--- src/rtl/alu_seq_exec.sv ---
// Multi-cycle integer ALU: single-cycle logic/arith/compare ops, 1-bit-per-cycle serial shifter.
// Valid/ready handshake on both sides; one op in flight at a time.
module alu_seq_exec #(
  parameter int WIDTH   = 32,
  parameter int SHAMT_W = $clog2(WIDTH)
) (
  input  logic             clk,
  input  logic             reset,
  input  logic             in_valid,
  output logic             in_ready,
  input  logic [3:0]       control,
  input  logic [WIDTH-1:0] op_a,
  input  logic [WIDTH-1:0] op_b,
  output logic             out_valid,
  input  logic             out_ready,
  output logic [WIDTH-1:0] result,
  output logic             zero,
  output logic             illegal,
  output logic             busy
);

  localparam logic [3:0] OP_AND  = 4'b0000;
  localparam logic [3:0] OP_OR   = 4'b0001;
  localparam logic [3:0] OP_ADD  = 4'b0010;
  localparam logic [3:0] OP_SLL  = 4'b0011;
  localparam logic [3:0] OP_SLT  = 4'b0100;
  localparam logic [3:0] OP_SLTU = 4'b0101;
  localparam logic [3:0] OP_SUB  = 4'b0110;
  localparam logic [3:0] OP_XOR  = 4'b0111;
  localparam logic [3:0] OP_SRL  = 4'b1000;
  localparam logic [3:0] OP_SRA  = 4'b1010;

  typedef enum logic [1:0] {IDLE, SHIFT, DONE} state_t;
  typedef enum logic [1:0] {SH_LL, SH_RL, SH_RA} shift_t;

  state_t state, state_next;
  shift_t shift_kind, shift_kind_next;

  logic [WIDTH-1:0]   result_reg, shreg, alu_out, shift_step;
  logic [SHAMT_W-1:0] cnt, shamt;
  logic               zero_reg, illegal_reg, alu_illegal, is_shift, last_shift;

  assign in_ready  = (state == IDLE);
  assign out_valid = (state == DONE);
  assign busy      = (state != IDLE);
  assign result    = result_reg;
  assign zero      = zero_reg;
  assign illegal   = illegal_reg;

  assign shamt      = op_b[SHAMT_W-1:0];
  assign last_shift = (cnt == SHAMT_W'(1));

  // Single-cycle ops and shift-kind decode.
  always_comb begin
    alu_out         = '0;
    alu_illegal     = 1'b0;
    is_shift        = 1'b0;
    shift_kind_next = SH_LL;
    case (control)
      OP_AND:  alu_out = op_a & op_b;
      OP_OR:   alu_out = op_a | op_b;
      OP_XOR:  alu_out = op_a ^ op_b;
      OP_ADD:  alu_out = op_a + op_b;
      OP_SUB:  alu_out = op_a - op_b;
      OP_SLT:  alu_out = {{(WIDTH-1){1'b0}}, ($signed(op_a) < $signed(op_b))};
      OP_SLTU: alu_out = {{(WIDTH-1){1'b0}}, (op_a < op_b)};
      OP_SLL:  begin is_shift = 1'b1; shift_kind_next = SH_LL; end
      OP_SRL:  begin is_shift = 1'b1; shift_kind_next = SH_RL; end
      OP_SRA:  begin is_shift = 1'b1; shift_kind_next = SH_RA; end
      default: alu_illegal = 1'b1;
    endcase
  end

  always_comb begin
    shift_step = shreg;
    case (shift_kind)
      SH_LL:   shift_step = {shreg[WIDTH-2:0], 1'b0};
      SH_RL:   shift_step = {1'b0, shreg[WIDTH-1:1]};
      SH_RA:   shift_step = {shreg[WIDTH-1], shreg[WIDTH-1:1]};
      default: shift_step = shreg;
    endcase
  end

  always_comb begin
    state_next = state;
    case (state)
      IDLE:    if (in_valid) state_next = (is_shift && shamt != '0) ? SHIFT : DONE;
      SHIFT:   if (last_shift) state_next = DONE;
      DONE:    if (out_ready) state_next = IDLE;
      default: state_next = IDLE;
    endcase
  end

  always_ff @(posedge clk or posedge reset) begin
    if (reset) state <= IDLE;
    else       state <= state_next;
  end

  // Result/flags only change on the edge that enters DONE, so they hold through any stall.
  always_ff @(posedge clk or posedge reset) begin
    if (reset) begin
      result_reg  <= '0;
      zero_reg    <= 1'b0;
      illegal_reg <= 1'b0;
      shreg       <= '0;
      cnt         <= '0;
      shift_kind  <= SH_LL;
    end else begin
      case (state)
        IDLE: if (in_valid) begin
          if (is_shift) begin
            shreg      <= op_a;
            cnt        <= shamt;
            shift_kind <= shift_kind_next;
            if (shamt == '0) begin
              result_reg  <= op_a;
              zero_reg    <= (op_a == '0);
              illegal_reg <= 1'b0;
            end
          end else begin
            result_reg  <= alu_out;
            zero_reg    <= (alu_out == '0);
            illegal_reg <= alu_illegal;
          end
        end
        SHIFT: begin
          shreg <= shift_step;
          cnt   <= cnt - SHAMT_W'(1);
          if (last_shift) begin
            result_reg  <= shift_step;
            zero_reg    <= (shift_step == '0);
            illegal_reg <= 1'b0;
          end
        end
        default: ;
      endcase
    end
  end

endmodule

--- config.mk ---
export PLATFORM = sky130hd
export DESIGN_NAME = alu_seq_exec
export DESIGN_NICKNAME = d
export VERILOG_FILES = /design/src/rtl/alu_seq_exec.sv
export SDC_FILE = /design/constraint.sdc
export NUM_CORES = 1
export LEC_CHECK = 0
export ABC_AREA = 1
export CAP_MARGIN = 15
export CORE_MARGIN = 4
export CORE_UTILIZATION = 25
export CTS_BUF_LIST = sky130_fd_sc_hd__clkbuf_16
export CTS_CLUSTER_DIAMETER = 200
export DETAILED_ROUTE_END_ITERATION = 16
export MAX_ROUTING_LAYER = met4
export PLACE_DENSITY_LB_ADDON = 0.08
export SETUP_SLACK_MARGIN = 0.15
export SYNTH_ARGS = -nofsm -noshare
export SYNTH_HDL_FRONTEND = slang
export SYNTH_SLANG_ARGS = --single-unit
export TNS_END_PERCENT = 50
--- constraint.sdc ---
create_clock -name clk -period 3.3 [get_ports clk]
set_input_delay 0.66 -clock clk [delete_from_list [all_inputs] [get_ports clk]]
set_output_delay 0.66 -clock clk [all_outputs]
set_load 0.005 [all_outputs]
==> results.yml <==
sta:
  final_max_slew_viol_count: 0
  post-route-min-period_ns: 3.130
  worst_pin_slew_ns: 0.7039
  layout_setup_ws_ns: 0.1697
  fin_skew_ns: 0.008212
  finalCritPeriodShare: 0.9486
  setup_viol: 0
  fmax_ghz: 0.3195
  fin_worst_hold_slack_ns: 0.4778
  rsz0062_at_grt: "true"
  relSlewSlack: 0.5307
  hold_viol: 0
synth:
  ys.flop_type: "dfrtp_1"
  synth_cells: 1859
  synth_edf_count: 0
  synth_area_leaders: "nand2_1 (18%), dfrtp_1 (17%), ha_1 (11%), inv_1 (11%), nand3_1 (7.4%)"
  yosys_register_bits: 75
  seq_area_frac_synth: 0.1703
  synth.net_count: 2034
  ys_types: 49
  synth_top_area_frac: 0.1802
  synthesis.area_um2: 11020
  syn_area_per_cell_um2: 5.929
  yosysTopAreaCell: "nand2_1"
  yosysWarnings: 0
  async_flop_share: 1.000
placed_design:
  dp_cells: 2904
  pre_cts_ws_ns: -0.8872
  place_congestion: 0.9047
  dpl.hpwl_um: 47310
  io_buffers: 108
drt:
  first_iter_violations: 836
  wl_um: 55230
  dr.max_layer_used: "met4"
  ant_nets: 0
  routed_via_density: 4.677
  met1Wirelength_um: 26550
  met2WireLength_um: 25600
  post_drt_wl_per_cell_um: 18.70
  num_vias: 13816
  wl_met3_um: 2068
  drcViolationCount: 0
  firstDrtPassIters: 5
grt:
  grt_pass1_vias: 13858
  grt_max_degree: 50
  grtUsageTotal: 0.2364
  antenna_found_initial: 0
  grt_first_pass_wirelength_um: 83460
  overflow: 0
layout:
  nets: 2539
  diodes: 0
  drive_above_1_share: 0.3491
  postLayoutCoreUtil: 0.4064
  area_growth_pct: 59.89
  mostFrequentLayoutCell: "nand2_1"
  instances_no_fill: 2954
  final_cell_mix: "nand2_1 (457), buf_4 (439), inv_1 (277)"
floorplanning:
  ios: 109
  fp.dieH_um: 218.0
  initial_core_util: 0.2542
  coreArea_um2: 43360
  die_x_um: 218.0
  dieArea_um2: 47510
  rows: 76
power:
  p_leak_nw: 9.224
  vdd_ir_drop_max_mv: 0.3243
  p_per_area_nw_per_um2: 415.7
  p_total_w: 0.007325
clock_network:
  cts_tree: "yes"
  cts_sinks: 75
  insertion_delay_ns: 0.35
  cts_buffers: 9
  cts-htree-levels: 3
  cts_buffer_depth: 2
  path_clk_slew_ns: 0.06
  cts.root.buffer_cell: "clkbuf_16"
critical_path:
  critPathLaunchType: "input port"
  r2r-start: "shift_kind[0]"
  critPathCaptureType: "flip-flop"
  rrSetupSlack_ns: 0.87
  critPathMaxFanout: 5
  cp.arrival_ns: 3.41
  required_ns: 3.58
  rr_endpoint: "zero"
  critPathKind: "input port to flip-flop"
  worst_r2r_path_depth: 11
run:
  drv_cap: 0
worst_hold_path:
  min_to: "result[22]"
  min_path_type: "flip-flop to flip-flop"
  hold_depth: 2
  hold_start: "result[22]"
run_status:
  outcome: "finished, final reports clean"
worst max path at each step:
| stage | start | endpoint | cells past startpoint | slack (ns) |
|---|---|---|---|---|
| 4_1_cts | op_a[25] | zero | 21 | 0.15 |
| 3_5_place_dp | op_a[2] | zero | 23 | -0.89 |
| 3_3_place_gp | op_a[2] | zero | 23 | -0.90 |
| 6_report | op_a[4] | zero | 23 | 0.17 |
| 5_1_grt | op_a[4] | zero | 25 | -0.05 |
| 2_1_floorplan | op_a[0] | zero | 23 | 0.59 |
final cells by class:
class | count | area, um^2
Clock buffer | 9 | 225.2
Tap cell | 585 | 732.0
Multi-Input combinational cell | 1376 | 8726
Inverter | 338 | 1274
Timing Repair Buffer | 564 | 4696
Sequential cell | 75 | 1877
Fill cell | 4764 | 25740
Clock inverter | 7 | 93.84
cell families after synthesis:
group / count (synthesis) / share of synthesized area
and+or+nand+nor: 982 / 0.3865
buffers and inverters: 408 / 0.1538
AOI/OAI and AO/OA: 289 / 0.1695
adders and majority gates: 103 / 0.1183
DFF: 75 / 0.1703
xor gates and xnor gates: 2 / 0.001590
power breakdown:
group	internal, W	switching, W	total (W)
Combinational	0.00210	0.00258	0.00467
Sequential	0.00135	0.000244	0.00160
Clock	0.000658	0.000397	0.00105
Total	0.00411	0.00322	0.00733
worst max-delay path, stage by stage:
cell and delay (ns):
clkdlybuf4s50_1 0.50, inv_2 0.06, ha_4 0.29, buf_4 0.13
nand2_4 0.07, inv_2 0.06, nand3_2 0.12, nand2_2 0.11
nand2_1 0.10, nand2_2 0.10, buf_4 0.12, nand2_1 0.07
nand2_1 0.07, nand2_1 0.04, nand3_1 0.07, nand3_2 0.16
nor2_1 0.12, nand3_1 0.08, nor2_1 0.12, nand2_1 0.09
nand2_1 0.06, nand2_1 0.07, a21oi_2 0.12
cells in the mapped netlist, types with 2 or more instances:
cell and n:
nand2_4 3, a2bb2oi_1 2, nand3_1 163, nor2_4 4
ha_1 101, o21a_1 16, dfrtp_1 75, buf_2 18
nand2_2 21, o41ai_1 2, nand3b_1 3, o22a_1 2
buf_4 11, nor2_2 21, clkbuf_1 26, nor3_1 17
nand2_1 529, o22ai_1 38, and2_1 2, buf_6 13
nor3_2 4, a21boi_0 13, inv_1 316, o211ai_1 4
a21oi_2 6, nand3_2 4, o21ai_0 53, nand4_1 30
o221ai_1 53, inv_2 20, a221oi_1 2, a21oi_1 85
nor4_1 6, o21bai_1 9, nor2_1 161, or2_2 12
fa_1 2
repair_timing:
| item | CTS | global route |
|---|---|---|
| pin swaps | 57 | 42 |
| endpoints found under the setup margin | 26 | 20 |
| hold buffers | 0 | 0 |
| gates resized for setup | 259 | 132 |
| setup buffers | 27 | 7 |
per-stage QoR:
stage	setup TNS [ns]	area, um^2
after floorplan	0	11020
after global placement	-12.96	15730
after detailed placement	-12.87	15730
after CTS	0	17210
after global routing	-0.05559	17620
final	0	17620
routing by layer:
metal | global-route usage | up-vias
met5 | - | -
met4 | 0.05056 | 0
met3 | 0.01129 | 39
met2 | 0.3816 | 303
met1 | 0.3302 | 6461
li1 | - | 7013
No activity file was read; power rests on OpenSTA's default activity.
